<file path="config.mk">
export PLATFORM = sky130hd
export DESIGN_NAME = soc_system_button_debounce_flat
export DESIGN_NICKNAME = d
export VERILOG_FILES = /design/src/rtl/soc_system_button_pkg.sv /design/src/rtl/soc_system_button_debounce_if.sv /design/src/rtl/soc_system_debounce_bit.sv /design/src/rtl/soc_system_button_debounce.sv /design/src/flat_wrapper.sv
export SDC_FILE = /design/constraint.sdc
export NUM_CORES = 1
export LEC_CHECK = 0
export CORE_UTILIZATION = 25
export CTS_BUF_LIST = sky130_fd_sc_hd__clkbuf_8
export DETAILED_ROUTE_END_ITERATION = 10
export GPL_TIMING_DRIVEN = 0
export PLACE_DENSITY_LB_ADDON = 0.15
export SLEW_MARGIN = 20
export SYNTH_ARGS = -nofsm -noshare
export SYNTH_HDL_FRONTEND = slang
export SYNTH_HIERARCHICAL = 1
export SYNTH_SLANG_ARGS = --single-unit
</file>
<file path="constraint.sdc">
create_clock -name clk -period 1.7 [get_ports clk]
set_input_delay 0.255 -clock clk [delete_from_list [all_inputs] [get_ports clk]]
set_output_delay 0.255 -clock clk [all_outputs]
set_load 0.05 [all_outputs]
</file>
<file path="src/rtl/soc_system_button_pkg.sv">
// soc_system_button_pkg: shared defaults and per-bit debounce state type for the button conditioner
package soc_system_button_pkg;
  localparam int DEF_WIDTH = 4;
  localparam int DEF_CNT_WIDTH = 16;
  localparam int DEF_STABLE_CYCLES = 50000;
  typedef enum logic {ST_STABLE, ST_COUNTING} state_t;
endpackage

</file>
<file path="src/rtl/soc_system_button_debounce_if.sv">
// soc_system_button_debounce_if: raw inputs in, clean levels and edge pulses out; SOC_BUTTON_EDGE_CAPTURE_EN adds edge_clear/edge_capture/irq
interface soc_system_button_debounce_if
  import soc_system_button_pkg::*;
#(
  parameter int WIDTH = DEF_WIDTH
);
  logic [WIDTH-1:0] raw_in, debounced_out, rise_pulse, fall_pulse;
`ifdef SOC_BUTTON_EDGE_CAPTURE_EN
  logic [WIDTH-1:0] edge_clear, edge_capture;
  logic irq;
  modport master(output raw_in, edge_clear, input debounced_out, rise_pulse, fall_pulse, edge_capture, irq);
  modport slave(input raw_in, edge_clear, output debounced_out, rise_pulse, fall_pulse, edge_capture, irq);
`else
  modport master(output raw_in, input debounced_out, rise_pulse, fall_pulse);
  modport slave(input raw_in, output debounced_out, rise_pulse, fall_pulse);
`endif
endinterface

</file>
<file path="src/rtl/soc_system_debounce_bit.sv">
// soc_system_debounce_bit: 2-flop sync + stability counter for one bit; ports clk, reset, raw -> deb level, rise/fall one-cycle pulses
module soc_system_debounce_bit
  import soc_system_button_pkg::*;
#(
  parameter int CNT_WIDTH = DEF_CNT_WIDTH,
  parameter int STABLE_CYCLES = DEF_STABLE_CYCLES
) (
  input  logic clk,
  input  logic reset,
  input  logic raw,
  output logic deb,
  output logic rise,
  output logic fall
);
  localparam logic [CNT_WIDTH-1:0] LAST = CNT_WIDTH'(STABLE_CYCLES - 1);
  logic sync1, sync2, done;
  logic [CNT_WIDTH-1:0] cnt;
  state_t st;
  always_comb begin
    st = (sync2 != deb) ? ST_COUNTING : ST_STABLE;
    done = (st == ST_COUNTING) && (cnt == LAST);
  end
  // counter clears on a match or on the accepting edge, so it never wraps
  always_ff @(posedge clk)
    if (reset) {sync1, sync2, cnt, deb, rise, fall} <= '0;
    else begin
      sync1 <= raw;
      sync2 <= sync1;
      cnt <= (st == ST_STABLE || done) ? '0 : cnt + CNT_WIDTH'(1);
      if (done) deb <= sync2;
      rise <= done && sync2;
      fall <= done && !sync2;
    end
endmodule

</file>
<file path="src/rtl/soc_system_button_debounce.sv">
// soc_system_button_debounce: per-bit debouncer array for PIO in_port; ports clk, reset, bus (slave); SOC_BUTTON_EDGE_CAPTURE_EN adds sticky capture + irq
module soc_system_button_debounce
  import soc_system_button_pkg::*;
#(
  parameter int WIDTH = DEF_WIDTH,
  parameter int CNT_WIDTH = DEF_CNT_WIDTH,
  parameter int STABLE_CYCLES = DEF_STABLE_CYCLES
) (
  input  logic clk,
  input  logic reset,
  soc_system_button_debounce_if.slave bus
);
  logic [WIDTH-1:0] deb, rise, fall;
  for (genvar i = 0; i < WIDTH; i++) begin : g_bit
    soc_system_debounce_bit #(.CNT_WIDTH(CNT_WIDTH), .STABLE_CYCLES(STABLE_CYCLES)) u_bit (
      .clk(clk), .reset(reset), .raw(bus.raw_in[i]), .deb(deb[i]), .rise(rise[i]), .fall(fall[i])
    );
  end
  assign bus.debounced_out = deb;
  assign bus.rise_pulse = rise;
  assign bus.fall_pulse = fall;
`ifdef SOC_BUTTON_EDGE_CAPTURE_EN
  // set has priority over clear so a press arriving with a clear is not lost
  always_ff @(posedge clk)
    if (reset) begin
      bus.edge_capture <= '0;
      bus.irq <= 1'b0;
    end else begin
      bus.edge_capture <= rise | (bus.edge_capture & ~bus.edge_clear);
      bus.irq <= |bus.edge_capture;
    end
`endif
endmodule
</file>
<file path="src/flat_wrapper.sv">
// flat-port wrapper written by rule: the top's interface ports become plain ports
module soc_system_button_debounce_flat import soc_system_button_pkg::*;
#(
  parameter int WIDTH = DEF_WIDTH,
  parameter int CNT_WIDTH = DEF_CNT_WIDTH,
  parameter int STABLE_CYCLES = DEF_STABLE_CYCLES
)
  (clk, reset, bus_raw_in, bus_debounced_out, bus_rise_pulse, bus_fall_pulse);
  soc_system_button_debounce_if #(.WIDTH(WIDTH)) bus_i ();
  input  logic clk;
  input  logic reset;
  input wire logic [$bits(bus_i.raw_in)-1:0] bus_raw_in;
  output wire logic [$bits(bus_i.debounced_out)-1:0] bus_debounced_out;
  output wire logic [$bits(bus_i.rise_pulse)-1:0] bus_rise_pulse;
  output wire logic [$bits(bus_i.fall_pulse)-1:0] bus_fall_pulse;
  assign bus_i.raw_in = bus_raw_in;
  assign bus_debounced_out = bus_i.debounced_out;
  assign bus_rise_pulse = bus_i.rise_pulse;
  assign bus_fall_pulse = bus_i.fall_pulse;
  soc_system_button_debounce #(.WIDTH(WIDTH), .CNT_WIDTH(CNT_WIDTH), .STABLE_CYCLES(STABLE_CYCLES)) u_core (.clk(clk), .reset(reset), .bus(bus_i));
endmodule
</file>
==> results by stage <==
Run status:
- The run finished with clean final reports.

Route:
- The detail route stage leaves a number of antenna-violating nets equal to 0.
- Across all layers, the routed design uses 2819 vias.
- The sum of routed wire length over all layers is 7.39 mm.
- The highest metal layer used by the detailed router is met4.
- In the routed layout, each cell is associated on average with a via count of 4.56.
- The routed length per instance is 12.0 um.
- For this block, the initial DRC count from the detailed router was 156.
- Before antenna repair, the detailed router went through 4 iterations.
- The DRC violations left is 0.
- The met1 wire length is 3.85 mm.
- The routed length on met3 is 229 um.
- The routed design uses 3.19 mm of met2 wire.

Global route:
- The pin count of the biggest net entering global routing is 25.
- Across every metal layer, demand over resource in global routing totals 10.6%.
- The initial antenna violation count was 0.
- The first global-routing pass estimated 12.5 mm of wire.
- The number of global-route vias before repair was 2585.
- The overall overflow remaining after global route is 0.

Clocking:
- The tree is rooted in a sky130_fd_sc_hd__clkbuf_8.
- The number of buffers on the longest clock path is 2.
- The CTS sink count is 84.
- The number of buffers created by CTS is 9.
- The clock reaches the later pin of the worst-skew pair after 0.35 ns.
- After clock tree synthesis, the clock-pin slew on the worst setup and hold paths is 0.08 ns.
- TritonCTS built the clock tree.
- The number of H-tree branching levels is 3.

Power:
- Dividing total power by cell area gives a power density of 789 nW/um^2.
- The clock network burns 40.3% of the power.
- The analysis attributes to net switching a power of 0.000720 W.
- The worst-case IR drop observed on VDD is 0.000489 V.
- In this run switching power makes up 21.1% of total power.
- Internal power comes to 0.00269 W.
- The static leakage is 1.48 nW.
- The relative contribution of combinational cells to total power is 1.6%.
- The sequential cell fraction of total power is 58.1%.

Logic synthesis:
- The commonest cells after synthesis are sky130_fd_sc_hd__dfxtp_1, sky130_fd_sc_hd__nor2_1, sky130_fd_sc_hd__xnor2_1.
- Synthesis inferred 84 register bits.
- The mapped netlist covers 3660 sq um.
- In the synthesized netlist the dominant register cell turns out to be sky130_fd_sc_hd__dfxtp_1.
- After synthesis, the cell types taking the most area are sky130_fd_sc_hd__dfxtp_1, sky130_fd_sc_hd__xnor2_1, sky130_fd_sc_hd__nor2_1, sky130_fd_sc_hd__xor2_1, sky130_fd_sc_hd__nand3_1.
- For this run, asynchronously set or reset flops after synthesis account for 0%.
- The average cell area after synthesis is 9.16 sq um.
- The top cell type by area accounts for 45.9% of the synthesized area.
- The number of distinct library cells after synthesis is 29.
- The number of synthesized flops with an enable pin is 0.
- Of all cell types, the one taking the most synthesized area is sky130_fd_sc_hd__dfxtp_1.
- The total number of yosys warnings is 6.
- The number of nets handed over by synthesis was 410.
- The sequential element share of the synthesized area is 45.9%.
- The post-synthesis instance total is 400.
- The most instantiated library cell after synthesis is sky130_fd_sc_hd__dfxtp_1.

Finish:
- In the final layout, the share of cells above drive strength 1 is 16.9%.
- The antenna diode count is 0.
- The fill cell total of the finished layout is 1502.
- The area growth from synthesis to final layout is 18.2%.
- In the final design database the tool counted 444 nets.
- The number of non-filler instances in the completed layout is 618.
- The finished cells cover 4330 sq um.

STA:
- The final-report max-slew violation count came to 0.
- Setup violations remaining at the end of the flow were counted as 0.
- The worst max-slew margin expressed relative to the limit is 62.0%.
- Dividing the final minimum period by the clock period gives 95.1%.
- The setup slack of the critical path after layout is 0.0834 ns.
- The largest clock skew in the final design is 0.00642 ns.
- The slew of the pin with the lowest slew margin is 0.569 ns.
- Hold is met by 0.442 ns.
- The final critical path time including I/O delays and setup is 1.62 ns.
- The hold violation total from the final report came to 0.
- Timing would allow up to 0.619 GHz.

Floorplanning:
- The total I/O pin count is 18.
- The row count is 43.
- The floorplan die height is 123 um.
- The area of the core region is 14100 sq um.
- The initial core utilization is 26.0%.
- The die span in x is 123 um.
- The die area is 15100 sq um.

Critical path:
- At the worst endpoint, the required time is 1.99 ns.
- The classification of the worst setup path is reg -> reg.
- Of all nets on the critical path, the largest fanout is 4.
- The data arrival time of the critical path is 1.90 ns.
- STA classifies the critical path endpoint as a flop.
- The nature of the critical path startpoint is a flop.

Hold path:
- The class of the tightest hold or removal check is reg -> reg.

Flow run:
- The number of max-cap violations is 0.

Placement:
- The worst slack at placement is -0.643 ns.
- The congestion estimate from routability-driven global placement came to 0.770.
- The cell count after placement is 597.
- The half-perimeter wire length of the detailed placement result is 5.11 mm.
- During placement, the flow inserted port buffers numbering 17.
- The area after detailed placement is 4060 sq um.
per-stage QoR:
| step | utilization [%] | TNS (ns) | total power, W |
|---|---|---|---|
| 3_3_place_gp | 28.8 | -31.14 | 0.00208 |
| 5_1_grt | 30.7 | -0.0155 | 0.00356 |
| 4_1_cts | 30.1 | 0 | 0.00347 |
| 3_5_place_dp | 28.8 | -33.19 | 0.00208 |
| 2_1_floorplan | - | 0 | 0.00205 |
| 6_report | 30.7 | 0 | 0.00341 |
kinds of logic (layout without fill, tap and decap cells):
logic type	Yosys count	count (layout)	share of synthesized area, %
simple gates	224	224	35.2
flops	84	84	45.9
xor+xnor	48	48	11.5
compound gates	20	20	3.01
buf+inv	16	54	1.91
fa+ha+maj	4	4	1.37
mux	4	4	1.09
registers in the layout, indices dropped and copies added, names as in the netlist:
| name | count |
|---|---|
| u_core/g_bit.u_bit/cnt | 64 |
| u_core/g_bit.u_bit/deb | 4 |
| u_core/g_bit.u_bit/fall | 4 |
| u_core/g_bit.u_bit/rise | 4 |
| u_core/g_bit.u_bit/sync1 | 4 |
| u_core/g_bit.u_bit/sync2 | 4 |
power by group through the flow:
stage / clock (W) / sequential (W) / combinational, W
after detailed placement: 0 / 0.00203 / 0.0000516
after CTS: 0.00144 / 0.00198 / 0.0000524
final: 0.00138 / 0.00198 / 0.0000550
after floorplan: 0 / 0.00203 / 0.0000224
after global placement: 0 / 0.00203 / 0.0000512
after global routing: 0.00151 / 0.00199 / 0.0000618
placed cells by master (no fill, tap or decap), types with 16 or more instances in the layout:
cell type and instances:
sky130_fd_sc_hd__xor2_1 20, sky130_fd_sc_hd__dfxtp_2 17, sky130_fd_sc_hd__xnor2_1 28, sky130_fd_sc_hd__nand3_1 24, sky130_fd_sc_hd__nor2_1 60, sky130_fd_sc_hd__dfxtp_1 66, sky130_fd_sc_hd__nor3_1 24, sky130_fd_sc_hd__nand2_1 16
area by class of cell:
type                       instances  area (sq um)  area share, %
clock inverter                     5          46.3           1.07
clock buffer                      10           138           3.18
sequential                        84          1710           39.4
inverter                           8          30.0          0.694
tap                              180           225           5.20
timing repair buffer              23           195           4.51
buffer                             8          50.0           1.16
multi-input combinational        300          1940           44.8
per-layer routing:
metal / vias up / global-route usage (%)
met5: - / 0
met4: 0 / 4.07
met3: 10 / 3.27
met2: 29 / 16.0
met1: 1304 / 13.9
li1: 1476 / -
path summary, 6_finish.rpt:
path,start,end,slack (ns),cells after the start
setup / recovery,u_core/g_bit[1].u_bit/cnt[1],u_core/g_bit[1].u_bit/cnt[15],0.08,4
hold / removal,u_core/g_bit[3].u_bit/sync1,u_core/g_bit[3].u_bit/sync2,0.44,1
setup reg to reg,u_core/g_bit[1].u_bit/cnt[1],u_core/g_bit[1].u_bit/cnt[15],0.08,4
hold reg to reg,u_core/g_bit[3].u_bit/sync1,u_core/g_bit[3].u_bit/sync2,0.44,1
what timing repair did:
item / in CTS / in global routing
pin swaps: 0 / 4
resized for setup: 19 / 28
endpoints found under the hold margin: 0 / 0
cloned: 0 / 0
hold buffers: 0 / 0
setup endpoints to repair: 64 / 46
buffers inserted: 0 / 6
worst max-delay path: stages, from the launching register on:
cell and delay (ns):
sky130_fd_sc_hd__dfxtp_1 0.39, sky130_fd_sc_hd__nand4_2 0.19, sky130_fd_sc_hd__or3_1 0.42, sky130_fd_sc_hd__or4_1 0.40, sky130_fd_sc_hd__a21oi_1 0.15
No activity file was read; power rests on OpenSTA's default activity.
